### config.mk
export PLATFORM = sky130hd
export DESIGN_NAME = hazard_stall_ctrl
export DESIGN_NICKNAME = d
export VERILOG_FILES = /design/src/rtl/hazard_stall_ctrl.sv
export SDC_FILE = /design/constraint.sdc
export NUM_CORES = 1
export LEC_CHECK = 0
export BUFFER_PORTS_ARGS = -buffer_cell sky130_fd_sc_hd__clkbuf_2
export CAP_MARGIN = 20
export CORE_ASPECT_RATIO = 1.25
export CORE_UTILIZATION = 43
export DETAILED_ROUTE_END_ITERATION = 7
export PLACE_DENSITY = 0.74
export SLEW_MARGIN = 20
export SYNTH_ARGS = -nofsm -noshare
export SYNTH_HDL_FRONTEND = slang
export SYNTH_SLANG_ARGS = --single-unit
### constraint.sdc
create_clock -name clk -period 1.91 [get_ports clk]
set_clock_uncertainty 0.15 [all_clocks]
set_input_delay 0.191 -clock clk [delete_from_list [all_inputs] [get_ports clk]]
set_output_delay 0.191 -clock clk [all_outputs]
set_load 0.01 [all_outputs]
### src/rtl/hazard_stall_ctrl.sv
// ---------------------------------------------------------------------------
// hazard_stall_ctrl
// Stall/flush sequencer for the 5-stage pipeline. Compares the ID-stage
// source registers against the destinations held in ID/EX, EX/MEM and
// MEM/WB. On a read-after-write hazard it freezes PC and IF/ID and injects
// bubbles into ID/EX until the producer has retired far enough. A taken
// branch/jump from EX aborts any stall and squashes the younger instructions.
//
// Parameters
//   RF_BYPASS : 1 = register file writes first half-cycle, reads second
//               (MEM/WB producer needs no stall); 0 = no write-through
//   CNT_W     : width of the saturating stall-cycle counter
//
// Ports
//   clk, rst          : clock, synchronous active-high reset
//   ifid_valid        : IF/ID holds a real instruction
//   rs/rs_used        : ID source A and whether it is read
//   rt/rt_used        : ID source B and whether it is read
//   rdIDEX/..Write    : ID/EX destination and write enable
//   rdEXMEM/..Write   : EX/MEM destination and write enable
//   rdMEMWB/..Write   : MEM/WB destination and write enable
//   br_taken          : EX-stage redirect pulse
//   pc_stall          : hold PC
//   ifid_stall        : hold IF/ID
//   idex_bubble       : load NOP into ID/EX
//   ifid_flush        : load NOP into IF/ID
//   stall_active      : controller is in STALL (state register)
//   stall_cycles      : saturating count of cycles with pc_stall=1
// ---------------------------------------------------------------------------
module hazard_stall_ctrl #(
  parameter bit RF_BYPASS = 1'b1,
  parameter int CNT_W     = 16
) (
  input  logic             clk,
  input  logic             rst,
  input  logic             ifid_valid,
  input  logic [2:0]       rs,
  input  logic             rs_used,
  input  logic [2:0]       rt,
  input  logic             rt_used,
  input  logic [2:0]       rdIDEX,
  input  logic             rdIDEXWrite,
  input  logic [2:0]       rdEXMEM,
  input  logic             rdEXMEMWrite,
  input  logic [2:0]       rdMEMWB,
  input  logic             rdMEMWBWrite,
  input  logic             br_taken,
  output logic             pc_stall,
  output logic             ifid_stall,
  output logic             idex_bubble,
  output logic             ifid_flush,
  output logic             stall_active,
  output logic [CNT_W-1:0] stall_cycles
);

  typedef enum logic {RUN, STALL} state_t;

  // Cycles the consumer must wait for a producer in each stage. Write-through
  // in the register file removes one cycle from every distance.
  localparam logic [1:0] NEED_IDEX  = RF_BYPASS ? 2'd2 : 2'd3;
  localparam logic [1:0] NEED_EXMEM = RF_BYPASS ? 2'd1 : 2'd2;
  localparam logic [1:0] NEED_MEMWB = RF_BYPASS ? 2'd0 : 2'd1;

  state_t           r_state;
  state_t           w_stateNext;
  logic [1:0]       r_cnt;
  logic [1:0]       w_cntNext;
  logic [1:0]       w_need;
  logic             w_matchIdex;
  logic             w_matchExmem;
  logic             w_matchMemwb;
  logic [CNT_W-1:0] r_stallCycles;

  // A stage matches when it writes a register the ID instruction actually
  // reads. rs==rt with both used collapses naturally into one match.
  assign w_matchIdex  = ifid_valid & rdIDEXWrite &
                        (((rdIDEX == rs) & rs_used) | ((rdIDEX == rt) & rt_used));
  assign w_matchExmem = ifid_valid & rdEXMEMWrite &
                        (((rdEXMEM == rs) & rs_used) | ((rdEXMEM == rt) & rt_used));
  assign w_matchMemwb = ifid_valid & rdMEMWBWrite &
                        (((rdMEMWB == rs) & rs_used) | ((rdMEMWB == rt) & rt_used));

  // Required stall length is the maximum over matching stages. The stage
  // distances are monotone (IDEX > EXMEM > MEMWB), so checking from the
  // oldest producer to the youngest lets the later assignment win the max.
  always_comb begin
    w_need = 2'd0;
    if (w_matchMemwb) w_need = NEED_MEMWB;
    if (w_matchExmem) w_need = NEED_EXMEM;
    if (w_matchIdex)  w_need = NEED_IDEX;
  end

  // Next-state and control outputs. The first stall cycle is issued
  // combinationally from RUN, so STALL only covers the remaining N-1 cycles
  // and cnt holds how many of those are still to come. A redirect from EX
  // always wins: flush IF/ID, bubble ID/EX, let the PC take the new target.
  always_comb begin
    w_stateNext = r_state;
    w_cntNext   = r_cnt;
    pc_stall    = 1'b0;
    ifid_stall  = 1'b0;
    idex_bubble = 1'b0;
    ifid_flush  = 1'b0;
    if (!rst) begin
      case (r_state)
        RUN: begin
          if (br_taken) begin
            ifid_flush  = 1'b1;
            idex_bubble = 1'b1;
          end else if (w_need != 2'd0) begin
            pc_stall    = 1'b1;
            ifid_stall  = 1'b1;
            idex_bubble = 1'b1;
            if (w_need > 2'd1) begin
              w_cntNext   = w_need - 2'd1;
              w_stateNext = STALL;
            end
          end
        end
        STALL: begin
          if (br_taken) begin
            ifid_flush  = 1'b1;
            idex_bubble = 1'b1;
            w_cntNext   = 2'd0;
            w_stateNext = RUN;
          end else begin
            pc_stall    = 1'b1;
            ifid_stall  = 1'b1;
            idex_bubble = 1'b1;
            w_cntNext   = r_cnt - 2'd1;
            if (r_cnt == 2'd1) w_stateNext = RUN;
          end
        end
        default: w_stateNext = RUN;
      endcase
    end
  end

  // State, down-counter and the saturating stall-cycle performance counter.
  always_ff @(posedge clk) begin
    if (rst) begin
      r_state       <= RUN;
      r_cnt         <= 2'd0;
      r_stallCycles <= '0;
    end else begin
      r_state <= w_stateNext;
      r_cnt   <= w_cntNext;
      if (pc_stall && (r_stallCycles != {CNT_W{1'b1}}))
        r_stallCycles <= r_stallCycles + {{(CNT_W-1){1'b0}}, 1'b1};
    end
  end

  assign stall_active = (r_state == STALL);
  assign stall_cycles = r_stallCycles;

endmodule
==> out/summary.txt <==
Adder-Cell Fraction of Synth Area -> 2.110%
core area -> 0.002527 mm²
setup violators final -> 0
CP delay by family, top -> simple AND/OR/NAND/NOR gates
#FFs+latches synth -> 19
post-synthesis compound-gate area fraction -> 19.41%
Async SR Flop Fraction -> 0%
initial core utilization -> 46.93%
Crit Path Max Fanout -> 4
first-pass iteration count of the detailed router -> 4
gp weighted congestion -> 0.7763
Clock H-tree levels -> 1
first-pass GRT wire length -> 5326 µm
Fin Hold WS -> 0.06131 ns
I/O pins -> 45
CP endpoint kind -> register
Peak VDD IR -> 0.2236 mV
DR vias -> 1331
total grt overflow -> 0
fill count -> 230
initial DRC count -> 13
CTS tree -> built
Fin. Hold Viols -> 0
Final nets -> 235
total CTS buffers -> 3
CP Launch Type -> register
clk buf depth -> 2
Max Slew Vio Count -> 0
Hold Path Class -> in2reg
Synth Net Count -> 171
main combinational cell family by area after synthesis -> simple AND/OR/NAND/NOR gates
crit-path cells -> ha_4 -> and2_4 -> nand4_4 -> nor2_4 -> or3_4 -> or4_1 -> a21oi_1
Setup WS post-layout -> 0.006360 ns
Setup WS pre-CTS -> -0.1666 ns
Die Area -> 0.002974 mm²
Slew HR -> 78.84%
Routed Antenna Nets -> 0
FP Rows -> 20
Max Cap Viol -> 0
Area growth syn-to-layout -> 42.19%
Syn Std Cell Area -> 0.001186 mm²
Chip Width -> 48.98 µm
vias per inst -> 5.523
Syn Inst Count -> 145
worst path arrival time -> 2.00 ns
Crit Path Class -> reg2reg
number of antenna diodes -> 0
multiplexer share of the synthesized area -> 3.692%
worst min-delay path startpoint -> rst
sequential-to-total area share from yosys stat -> 32.07%
Primary FF master, synth -> dfxtp_1
PwrDens -> 436.4 mW/mm²
met3 GRT Util -> 2.256%
met2 Use GR -> 48.41%
status -> complete, no violations
Req. time, crit path -> 2.00 ns
initial antenna violation count -> 0
Routed Wire Length -> 3247 µm
CTS Sinks -> 19
largest net degree at the start of global routing -> 17
Most Crowded Layer GR -> met2
# hold bufs at CTS -> 0
Worst path slowest cell -> or4_1
Root Driver -> clkbuf_4
reg2reg start -> stall_cycles[0]$_SDFFE_PP0P_
number of synthesized flops with an enable pin -> 0
static leakage -> 0.6985 nW
vias in the first global route -> 1299
worst path buffer plus inverter count -> 0
CP max stage delay -> 0.40 ns
Detail Placement HPWL -> 2554 µm
Mapped Avg Cell Area -> 8.180 µm²
post-synthesis xor/xnor area fraction -> 9.599%
DRC Markers -> 0
final period utilization -> 99.67%
min cycle time layout -> 1.904 ns
CTS clk-pin slew, worst paths -> 0.11 ns
met1 Use GR -> 23.39%
RSZ-0062 raised after global routing -> yes
FMAX -> 525.3 MHz
IO buf count -> 40
Global Route Usage Sum -> 23.67%
die extent in y -> 60.72 µm
Clock Latency Late Sink -> 0.30 ns
actual slew at the worst max-slew pin -> 0.3134 ns
Util after Layout -> 66.73%
post-synth cell types -> 37
layout cells sized above 1 -> 42.31%
routed len/inst -> 13.47 µm
Post-Synth Simple-Gate Area -> 28.69%
Synth warnings -> 0
CP startpoint -> stall_cycles[0]$_SDFFE_PP0P_
[tightest hold or removal path: cells and delay by family]
| family | cells | cell delay, ns |
|---|---|---|
| buffers and inverters | 2 | 0.17 |
| and+or+nand+nor | 2 | 0.13 |
[Yosys cell counts, types with 4 or more instances]
| cell | number | area share (%) |
|---|---|---|
| nor2_1 | 11 | 3.5 |
| nor2b_1 | 4 | 2.1 |
| nand3_1 | 5 | 2.1 |
| inv_1 | 7 | 2.2 |
| dfxtp_1 | 19 | 32 |
| xnor2_1 | 13 | 9.6 |
| nand2_1 | 12 | 3.8 |
| a21oi_1 | 9 | 3.8 |
| nand4_1 | 7 | 3.7 |
| o31ai_1 | 5 | 3.2 |
| or4_1 | 4 | 2.5 |
[flip-flops by register name, summed over array words and instances, names as in the netlist]
register      cells
stall_cycles     16
r_cnt             2
stall_active      1
[metrics by stage]
stage,TNS [ns],instances,instance area (µm²),power [mW]
after floorplan,0,145,1215,0.4651
after detailed placement,-1.363,236,1603,0.5246
after global routing,-0.1240,241,1687,0.7658
final,0,241,1687,0.7360
after CTS,0,240,1663,0.7365
after global placement,-0.3544,236,1603,0.5179
[layer usage]
layer	wire [µm]	vias to the layer above
met4	96	0
li1	-	663
met3	91	9
met2	1748	38
met5	0	-
met1	1310	621
[path summary, 6_finish.rpt]
kind                                   endpoint  slack, ns  cells past startpoint
setup reg to reg   stall_cycles[5]$_SDFFE_PP0P_      0.006                      7
hold reg to reg   stall_cycles[15]$_SDFFE_PP0P_       0.36                      2
setup / recovery   stall_cycles[5]$_SDFFE_PP0P_      0.006                      7
hold / removal          stall_active$_SDFF_PP0_       0.06                      4
[layout make-up]
class,count,area (µm²),share of cell area [%]
multi-input combinational,114,825.8,48.96
sequential,19,386.6,22.92
timing repair buffer,64,380.4,22.55
tap,33,41.29,2.448
clock buffer,4,26.28,1.558
inverter,7,26.28,1.558
[cell families after synthesis]
| family | after synthesis |
|---|---|
| DFF | 19 |
| adders and majority gates | 2 |
| buffers and inverters | 12 |
| muxes | 4 |
| AOI/OAI and AO/OA | 33 |
| xor gates and xnor gates | 13 |
| and+or+nand+nor | 62 |
[cell usage in the layout (no fill, tap or decap), drive strengths merged, types with 4 or more instances in the layout]
cell and instances:
dfxtp 19, nor2b 4, nor2 12, nand2 12, or4 4, nand3 5
inv 7, o21ai 5, nand4 8, buf 24, o31ai 5, xnor2 13
clkbuf 44, a21oi 9
[repair_timing]
item                                    4_1_cts  5_1_grt
pin swaps                                     2        1
buffers inserted                              0        1
endpoints found under the setup margin        6       13
resized for setup                             6        8
[report_power, final]
group,internal [mW],switching [mW]
Sequential,0.397,0.00165
Combinational,0.0578,0.0660
Clock,0.0815,0.132
No activity file was read; power rests on OpenSTA's default activity.
